`src/rtl/serial_adder_if.sv`:
```
// Handshake/operand bundle for serial_adder; the sub field exists only when
// SERIAL_ADDER_SUB_EN is defined.
interface serial_adder_if #(
    parameter int WIDTH = 8
);
    logic             start;
    logic [WIDTH-1:0] a;
    logic [WIDTH-1:0] b;
    logic             cin;
`ifdef SERIAL_ADDER_SUB_EN
    logic             sub;
`endif
    logic             busy;
    logic             done;
    logic [WIDTH-1:0] s;
    logic             cout;

`ifdef SERIAL_ADDER_SUB_EN
    modport master (output start, a, b, cin, sub, input busy, done, s, cout);
    modport slave  (input start, a, b, cin, sub, output busy, done, s, cout);
`else
    modport master (output start, a, b, cin, input busy, done, s, cout);
    modport slave  (input start, a, b, cin, output busy, done, s, cout);
`endif
endinterface

```
`src/rtl/serial_adder.sv`:
```
// Digit-serial adder: BITS_PER_CYCLE bits per clock, LSB digit first, one
// registered carry. Optional subtract mode under SERIAL_ADDER_SUB_EN.
module serial_adder #(
    parameter int WIDTH          = 8,
    parameter int BITS_PER_CYCLE = 1
) (
    input logic           clk,
    input logic           rst,
    serial_adder_if.slave bus
);
    localparam int N  = WIDTH / BITS_PER_CYCLE;
    localparam int CW = (N > 1) ? $clog2(N) : 1;

    localparam logic [1:0] IDLE = 2'd0;
    localparam logic [1:0] RUN  = 2'd1;
    localparam logic [1:0] DONE = 2'd2;

    logic [1:0]            state_reg, state_next;
    logic [WIDTH-1:0]      a_sh_reg, b_sh_reg, s_reg;
    logic                  carry_reg, cout_reg;
    logic [CW-1:0]         cnt_reg;
    logic [BITS_PER_CYCLE:0] digit;
    logic [WIDTH-1:0]      s_shift;
    logic [WIDTH-1:0]      b_load;
    logic                  carry_load;
    logic                  accept;
    logic                  last_digit;

    assign accept     = bus.start && (state_reg == IDLE || state_reg == DONE);
    assign last_digit = (state_reg == RUN) && (cnt_reg == CW'(N - 1));

    // Subtraction is a + ~b + 1, so only the loaded b and seed carry differ.
`ifdef SERIAL_ADDER_SUB_EN
    assign b_load     = bus.sub ? ~bus.b : bus.b;
    assign carry_load = bus.sub ? 1'b1 : bus.cin;
`else
    assign b_load     = bus.b;
    assign carry_load = bus.cin;
`endif

    assign digit = {1'b0, a_sh_reg[BITS_PER_CYCLE-1:0]}
                 + {1'b0, b_sh_reg[BITS_PER_CYCLE-1:0]}
                 + {{BITS_PER_CYCLE{1'b0}}, carry_reg};

    // New digit enters at the top so after N digits the sum is LSB-aligned.
    assign s_shift = (s_reg >> BITS_PER_CYCLE)
                   | (WIDTH'(digit[BITS_PER_CYCLE-1:0]) << (WIDTH - BITS_PER_CYCLE));

    always_comb begin
        state_next = state_reg;
        case (state_reg)
            IDLE:    if (bus.start) state_next = RUN;
            RUN:     if (last_digit) state_next = DONE;
            DONE:    state_next = bus.start ? RUN : IDLE;
            default: state_next = IDLE;
        endcase
    end

    always_ff @(posedge clk or posedge rst) begin
        if (rst) begin
            state_reg <= IDLE;
            a_sh_reg  <= '0;
            b_sh_reg  <= '0;
            s_reg     <= '0;
            carry_reg <= 1'b0;
            cout_reg  <= 1'b0;
            cnt_reg   <= '0;
        end else begin
            state_reg <= state_next;
            if (accept) begin
                a_sh_reg  <= bus.a;
                b_sh_reg  <= b_load;
                carry_reg <= carry_load;
                cnt_reg   <= '0;
            end else if (state_reg == RUN) begin
                a_sh_reg  <= a_sh_reg >> BITS_PER_CYCLE;
                b_sh_reg  <= b_sh_reg >> BITS_PER_CYCLE;
                carry_reg <= digit[BITS_PER_CYCLE];
                s_reg     <= s_shift;
                cnt_reg   <= cnt_reg + CW'(1);
                if (last_digit)
                    cout_reg <= digit[BITS_PER_CYCLE];
            end
        end
    end

    assign bus.busy = (state_reg == RUN);
    assign bus.done = (state_reg == DONE);
    assign bus.s    = s_reg;
    assign bus.cout = cout_reg;
endmodule

```
`src/flat_wrapper.sv`:
```
// flat-port wrapper written by rule: the top's interface ports become plain ports
module serial_adder_flat 
#(
    parameter int WIDTH          = 8,
    parameter int BITS_PER_CYCLE = 1
)
  (clk, rst, bus_start, bus_a, bus_b, bus_cin, bus_busy, bus_done, bus_s, bus_cout);
  serial_adder_if #(.WIDTH(WIDTH)) bus_i ();
  input logic clk;
  input logic rst;
  input wire logic [$bits(bus_i.start)-1:0] bus_start;
  input wire logic [$bits(bus_i.a)-1:0] bus_a;
  input wire logic [$bits(bus_i.b)-1:0] bus_b;
  input wire logic [$bits(bus_i.cin)-1:0] bus_cin;
  output wire logic [$bits(bus_i.busy)-1:0] bus_busy;
  output wire logic [$bits(bus_i.done)-1:0] bus_done;
  output wire logic [$bits(bus_i.s)-1:0] bus_s;
  output wire logic [$bits(bus_i.cout)-1:0] bus_cout;
  assign bus_i.start = bus_start;
  assign bus_i.a = bus_a;
  assign bus_i.b = bus_b;
  assign bus_i.cin = bus_cin;
  assign bus_busy = bus_i.busy;
  assign bus_done = bus_i.done;
  assign bus_s = bus_i.s;
  assign bus_cout = bus_i.cout;
  serial_adder #(.WIDTH(WIDTH), .BITS_PER_CYCLE(BITS_PER_CYCLE)) u_core (.clk(clk), .rst(rst), .bus(bus_i));
endmodule
```
`config.mk`:
```
export PLATFORM = sky130hd
export DESIGN_NAME = serial_adder_flat
export DESIGN_NICKNAME = d
export VERILOG_FILES = /design/src/rtl/serial_adder_if.sv /design/src/rtl/serial_adder.sv /design/src/flat_wrapper.sv
export SDC_FILE = /design/constraint.sdc
export NUM_CORES = 1
export LEC_CHECK = 0
export BUFFER_PORTS_ARGS = -buffer_cell sky130_fd_sc_hd__buf_2
export CAP_MARGIN = 20
export CORE_ASPECT_RATIO = 0.7
export CORE_MARGIN = 1
export CORE_UTILIZATION = 53
export CTS_CLUSTER_DIAMETER = 80
export DETAILED_ROUTE_END_ITERATION = 6
export GPL_TIMING_DRIVEN = 0
export PLACE_DENSITY_LB_ADDON = 0.3
export SLEW_MARGIN = 10
export SYNTH_ARGS = -nofsm -noshare
export SYNTH_HDL_FRONTEND = slang
export SYNTH_SLANG_ARGS = --single-unit
```
`constraint.sdc`:
```
create_clock -name clk -period 1.55 [get_ports clk]
set_input_delay 0.2325 -clock clk [delete_from_list [all_inputs] [get_ports clk]]
set_output_delay 0.2325 -clock clk [all_outputs]
set_load 0.005 [all_outputs]
```
==> flow_metrics.py, run 1 <==
metrics = {
    "critical_path": {
        "worstPathCellList": "buf_6 > nand2b_4 > inv_4 > buf_2",
        "r2r_start": "u_core.cnt_reg[0]$_DFFE_PP0P_",
        "path_buf_inv": 3,
        "cp-end-kind": "output pin",
        "critPathMaxStageDelay_ns": 0.38,
        "crit_arrival_ns": 1.26,
        "reg2regPathDepth": 4,
        "r2r-end": "u_core.cnt_reg[2]$_DFFE_PP0P_",
        "worst-r2r-setup-slack_ns": 0.12,
        "worst_ep_required_time_ns": 1.32,
        "cp_top_family": "buffers and inverters",
        "cp_max_fo": 14,
        "slowest_stage": "dfrtp_1",
        "startpoint_type": "flip-flop",
        "path_class": "flip-flop to output pin",
    },
    "sta": {
        "final_hold_viol_count": 0,
        "period_minus_slack_ns": 1.50,
        "tightest_slew_ns": 0.747,
        "fin_crit_sh_pct": 96.5,
        "setup-tns-final_ns": 0,
        "rsz0062_at_grt": "no",
        "final.setup_skew_ns": 0.00653,
        "max_freq_mhz": 669,
        "drv_slew": 0,
        "relSlewSlack_pct": 50.1,
        "setup_viol": 0,
    },
    "placement": {
        "place_hpwl_um": 2620,
        "dp_cells": 213,
        "port_buffers": 30,
        "gp_congestion": 0.758,
        "placed_cell_area_um2": 1740,
    },
    "pwr": {
        "p_int_mw": 2.40,
        "switching_share_pct": 36.3,
        "pwr-share-seq_pct": 39.3,
        "p_per_area_nw_per_um2": 2020,
        "power.leakage_nw": 0.868,
        "combPwrFrac_pct": 38.7,
        "power_mw": 3.76,
        "p_clk_share_pct": 22.1,
        "vdd_drop_max_mv": 1.07,
        "p_switching_mw": 1.37,
    },
    "cts": {
        "cts-root-buf": "clkbuf_8",
        "cts_resized": 1,
        "clk_pin_slew_ns": 0.07,
        "cts-buffers-inserted": 5,
        "post_cts_buffers": 0,
        "cts.hold.buffers_added": 0,
        "cts_htree_levels": 2,
        "clock_path_buffers": 2,
        "worstSkewPairLatency_ns": 0.29,
        "clock_sinks": 31,
        "cts_tree": "yes",
    },
    "die": {
        "die_h_um": 47.0,
        "die_w_um": 66.3,
        "rows": 15,
        "ios": 31,
        "die-area_um2": 3120,
        "core-area_um2": 2590,
        "start_util_pct": 59.2,
    },
    "routing": {
        "dr.pass1.iters": 4,
        "antenna_left": 0,
        "wl_um": 3710,
        "vias": 1236,
        "drc": 0,
        "post_drt_wl_per_cell_um": 16.8,
        "via_per_inst": 5.62,
        "drt_iter0_markers": 75,
    },
    "global_route": {
        "grt_max_degree": 19,
        "overflow": 0,
        "grt_pass1_wl_um": 6110,
        "track_usage_pct": 28.5,
        "grt_pass1_vias": 1317,
        "antenna_found_initial": 0,
    },
    "layout": {
        "seqCellArea_um2": 776,
        "multi_input_area_um2": 691,
        "nFillCells": 189,
        "drive_gt1_share_pct": 28.0,
        "fin_area_um2": 1860,
        "antenna_cells": 0,
        "layoutNonFillerInstCount": 220,
        "post-route-util_pct": 71.8,
        "layout.nets": 208,
        "syn_to_final_growth_pct": 21.3,
    },
    "logic_synthesis": {
        "synth_area_um2": 1530,
        "avgSynthCellArea_um2": 10.4,
        "yosysSeqAreaShare_pct": 50.6,
        "ys_types": 29,
        "syn-num-nets": 171,
        "netlist_instances": 148,
        "ys_warn_count": 0,
        "ys_ff_latch": 31,
    },
    "run_status": {
        "status": "completed",
    },
    "min_path": {
        "hold_class": "primary input to asynchronous set/reset pin",
    },
    "flow_run": {
        "max_cap_violations": 0,
    },
}
## logic make-up (layout without fill, tap and decap cells)
family                     count (synthesis)  count (layout)  share of synthesized area, %
AOI/OAI and AO/OA                         33              33                          13.9
buffers and inverters                     13              51                          4.40
xor gates and xnor gates                   1               1                         0.571
DFF                                       31              31                          50.6
and+or+nand+nor                           51              51                          16.6
adders and majority gates                  3               3                          2.94
muxes                                     16              16                          10.9
## layout by cell type, fill, tap and decap left out, drive strengths merged, types with 3 or more instances in the layout
master and instances:
mux2i 13, a21oi 12, dfrtp 31, clkbuf 8
nand2b 3, nor2 4, buf 39, nand2 25
a22o 3, nor2b 14, a211oi 12, o21ai 3
mux2 3
## cell type report
class | instances | share of cell area, %
clock inverter | 2 | 1.88
sequential | 31 | 41.7
multi-input combinational | 104 | 37.1
clock buffer | 6 | 4.44
inverter | 2 | 0.538
timing repair buffer | 31 | 8.88
buffer | 10 | 3.16
tap | 34 | 2.29
## cell usage after synthesis
cell,count,share of area (%)
clkbuf_1,2,0.49
o22ai_1,2,0.82
a221o_1,1,0.65
buf_4,1,0.49
a22o_1,3,1.7
mux2_4,1,0.98
nor2b_1,14,5.7
fa_1,1,1.3
and3b_1,1,0.57
nand2_1,25,6.1
buf_2,6,2.0
o21ai_0,3,0.98
and2_4,1,0.57
nand3_1,1,0.33
ha_1,2,1.6
nand2b_4,1,0.90
a21oi_1,12,3.9
buf_6,1,0.73
nor2_1,4,0.98
nor3_1,2,0.65
xnor2_1,1,0.57
inv_1,1,0.24
a211oi_1,12,5.9
mux2i_1,13,8.5
mux2_2,2,1.5
buf_1,1,0.24
nand2b_1,2,0.82
inv_2,1,0.24
dfrtp_1,31,51
## power groups by stage
stage	Clock [mW]	Combinational (mW)	Sequential, mW
4_1_cts	0.832	1.46	1.47
6_report	0.830	1.46	1.48
5_1_grt	0.867	1.65	1.52
2_1_floorplan	0	1.05	1.41
3_3_place_gp	0	1.35	1.43
3_5_place_dp	0	1.45	1.48
## worst max path at each step
stage | startpoint | to | slack [ns] | depth (start not counted)
2_1_floorplan | u_core.cnt_reg[0]$_DFFE_PP0P_ | u_core.cnt_reg[2]$_DFFE_PP0P_ | 0.18 | 4
3_3_place_gp | u_core.cnt_reg[0]$_DFFE_PP0P_ | u_core.cnt_reg[2]$_DFFE_PP0P_ | 0.16 | 4
3_5_place_dp | u_core.cnt_reg[0]$_DFFE_PP0P_ | u_core.cnt_reg[2]$_DFFE_PP0P_ | 0.14 | 4
4_1_cts | u_core.state_reg[1]$_DFFE_PP0P_ | bus_done | 0.04 | 4
5_1_grt | u_core.state_reg[1]$_DFFE_PP0P_ | bus_busy | 0.003 | 4
6_report | u_core.state_reg[1]$_DFFE_PP0P_ | bus_busy | 0.05 | 4
## metal layers
layer,global-route usage (%),vias up,share of wire [%]
met5,0,-,0
met4,8.94,0,1.2
met3,9.95,7,5.1
met2,48.4,35,50
met1,35.2,608,43
li1,-,586,-
## worst reg2reg max path: stages, from the launching register on
cell and delay, ns:
dfrtp_1 0.42, ha_1 0.21, ha_1 0.26, mux2_2 0.26
a22o_1 0.17
## per-stage QoR
step | hold slack [ns] | setup WS (ns)
6_report | 0.0635 | 0.0547
5_1_grt | 0.125 | 0.00278
4_1_cts | 0.0897 | 0.0374
3_5_place_dp | 0.390 | 0.136
3_3_place_gp | 0.453 | 0.161
2_1_floorplan | 0.336 | 0.180
Note: power is estimated with default switching activity, not from simulation.
==> inputs of run 2 (changes only) <==
--- a/config.mk
+++ b/config.mk
@@ -5,12 +5,13 @@
 export SDC_FILE = /design/constraint.sdc
 export NUM_CORES = 1
 export LEC_CHECK = 0
+export ABC_AREA = 1
 export BUFFER_PORTS_ARGS = -buffer_cell sky130_fd_sc_hd__buf_2
 export CAP_MARGIN = 20
 export CORE_ASPECT_RATIO = 0.7
 export CORE_MARGIN = 1
 export CORE_UTILIZATION = 53
-export CTS_CLUSTER_DIAMETER = 80
+export CTS_CLUSTER_DIAMETER = 120
 export DETAILED_ROUTE_END_ITERATION = 6
 export GPL_TIMING_DRIVEN = 0
 export PLACE_DENSITY_LB_ADDON = 0.3
==> flow_metrics.py, run 2 <==
metrics = {
    "run_status": {
        "status": "completed",
    },
    "placement": {
        "gp_congestion": 0.800,
        "placed_cell_area_um2": 1700,
        "port_buffers": 29,
        "place_hpwl_um": 2200,
        "place_ws_ns": 0.261,
    },
    "sta": {
        "drv_slew": 0,
        "tightest_slew_ns": 0.540,
        "relSlewSlack_pct": 64.0,
        "max_freq_mhz": 681,
        "period_minus_slack_ns": 1.47,
        "fin_crit_sh_pct": 94.7,
        "layout_setup_ws_ns": 0.0818,
        "whs_ns": 0.165,
        "final_hold_viol_count": 0,
        "setup_viol": 0,
        "final.setup_skew_ns": 0.00180,
    },
    "routing": {
        "wl_um": 3040,
        "vias": 1263,
        "post_drt_wl_per_cell_um": 11.5,
        "drc": 0,
        "drt_iter0_markers": 105,
        "via_per_inst": 4.78,
        "dr.pass1.iters": 4,
        "antenna_left": 0,
    },
    "die": {
        "ios": 31,
        "core-area_um2": 2550,
        "die_w_um": 65.2,
        "start_util_pct": 58.0,
        "rows": 15,
        "die-area_um2": 3010,
        "die_h_um": 46.2,
    },
    "layout": {
        "syn_to_final_growth_pct": 21.5,
        "mostFrequentLayoutCells": "nand2_1, buf_2, dfrtp_1",
        "fin_area_um2": 1800,
        "post-route-util_pct": 70.4,
        "drive_gt1_share_pct": 21.3,
        "layout.nets": 253,
        "antenna_cells": 0,
        "final_common_cell": "nand2_1",
    },
    "pwr": {
        "p_int_mw": 2.15,
        "power.leakage_nw": 1.08,
        "combPwrFrac_pct": 43.2,
        "pwr-share-seq_pct": 39.5,
        "p_switching_mw": 1.45,
        "vdd_drop_max_mv": 1.14,
        "p_per_area_nw_per_um2": 2000,
        "switching_share_pct": 40.3,
        "p_clk_share_pct": 17.3,
    },
    "critical_path": {
        "r2r-end": "u_core.cnt_reg[0]$_DFFE_PP0P_",
        "path_class": "flip-flop to output pin",
        "worst_ep_required_time_ns": 1.32,
        "reg2regPathDepth": 5,
        "cp_max_fo": 10,
        "cp-end-kind": "output pin",
        "startpoint_type": "flip-flop",
        "r2r_start": "u_core.state_reg[1]$_DFFE_PP0P_",
        "worst-r2r-setup-slack_ns": 0.16,
        "crit_arrival_ns": 1.24,
    },
    "logic_synthesis": {
        "yosysMostFrequentCell": "nand2_1",
        "netlist_instances": 193,
        "synthTopCellsByArea": "dfrtp_1, nand2_1, nand3_1",
        "synth_commonest_cells": "nand2_1, dfrtp_1, inv_1, nand3_1, nor2_1",
        "syn-num-nets": 216,
        "ys_warn_count": 0,
        "synth-edff-count": 0,
        "yosysSeqAreaShare_pct": 52.4,
        "ys_ff_latch": 31,
        "ys_types": 17,
        "synth_area_um2": 1480,
        "avgSynthCellArea_um2": 7.67,
        "async_flop_share_pct": 100,
        "synth_ff_type": "dfrtp_1",
        "yosysTopAreaCell": "dfrtp_1",
        "synth_top_area_share_pct": 52.4,
    },
    "global_route": {
        "grt_pass1_wl_um": 4850,
        "overflow": 0,
        "grt_max_degree": 21,
        "grt_pass1_vias": 1096,
        "track_usage_pct": 23.0,
        "antenna_found_initial": 0,
    },
    "flow_run": {
        "max_cap_violations": 0,
    },
    "cts": {
        "clock_sinks": 31,
        "clock_path_buffers": 2,
        "clk_pin_slew_ns": 0.06,
        "worstSkewPairLatency_ns": 0.28,
        "cts_htree_levels": 2,
        "cts_tree": "yes",
        "cts-buffers-inserted": 5,
        "cts-root-buf": "clkbuf_8",
    },
    "min_path": {
        "hp-start": "bus_a[7]",
        "min_path_cells": 3,
        "hold-path-endpoint": "u_core.a_sh_reg[7]$_DFFE_PP0P_",
        "hold_class": "primary input to flip-flop",
    },
}
-- run 2: cell count changes in the layout (fill, tap and decap cells not counted), moves of 11 or more --
cell and delta:
a211oi_1 -12, nand2_1 +63, inv_1 +25, nor2b_1 -14
nand3_1 +20, a21oi_1 -11, mux2i_1 -13
-- run 2: routing by layer --
metal	vias to the layer above	GRT usage, %	part of all wire (%)
li1	651	-	-
met1	575	32.0	50
met2	30	33.2	44
met3	7	7.18	4.3
met4	0	10.4	1.5
met5	-	0	0
-- run 2: kinds of logic after synthesis --
group,synth area share [%]
AO/OA/AOI/OAI,1.69
flip-flops,52.4
adder cells (fa/ha/maj),3.04
buffers and inverters,10.5
AND/OR/NAND/NOR,32.4
-- run 2: power by group through the flow --
stage / registers [mW] / clock network [mW] / logic (mW)
detailed placement: 1.42 / 0 / 1.53
floorplan: 1.39 / 0 / 1.08
CTS: 1.41 / 0.628 / 1.56
global placement: 1.41 / 0 / 1.45
global route: 1.46 / 0.657 / 1.82
finish: 1.42 / 0.624 / 1.55
-- run 2: worst max-delay path, cell delays in order (launching register included) --
cell and delay (ns):
dfrtp_1 0.39, inv_2 0.12, nor2_2 0.16, buf_6 0.16
buf_2 0.13
-- run 2: area by class of cell --
cell class,instances,area [µm²]
Fill cell,226,754
Sequential cell,31,776
Multi-Input combinational cell,126,552
Buffer,7,52.6
Inverter,28,105
Timing Repair Buffer,31,183
Clock inverter,1,5.00
Tap cell,34,42.5
Clock buffer,6,82.6
-- run 2: worst max path at each step --
stage,start,to,cells after the start
2_1_floorplan,u_core.carry_reg$_DFFE_PP0P_,u_core.carry_reg$_DFFE_PP0P_,5
3_3_place_gp,u_core.state_reg[0]$_DFFE_PP0P_,bus_busy,4
6_report,u_core.state_reg[0]$_DFFE_PP0P_,bus_busy,4
5_1_grt,u_core.state_reg[0]$_DFFE_PP0P_,bus_busy,4
3_5_place_dp,u_core.state_reg[0]$_DFFE_PP0P_,bus_busy,4
4_1_cts,u_core.state_reg[1]$_DFFE_PP0P_,bus_done,4
-- run 2: timing repair --
action                                 CTS  global route
gates resized for setup                  2             1
setup buffers                            0             0
hold buffers                             1             0
endpoints found under the hold margin    4             0
setup endpoints to repair                1             2
-- run 2: per-stage QoR --
step / cells / power [mW] / setup TNS (ns)
6_report: 264 / 3.60 / 0
5_1_grt: 264 / 3.94 / -0.00382
4_1_cts: 265 / 3.60 / 0
3_5_place_dp: 257 / 2.95 / 0
3_3_place_gp: 256 / 2.86 / 0
2_1_floorplan: 193 / 2.47 / 0
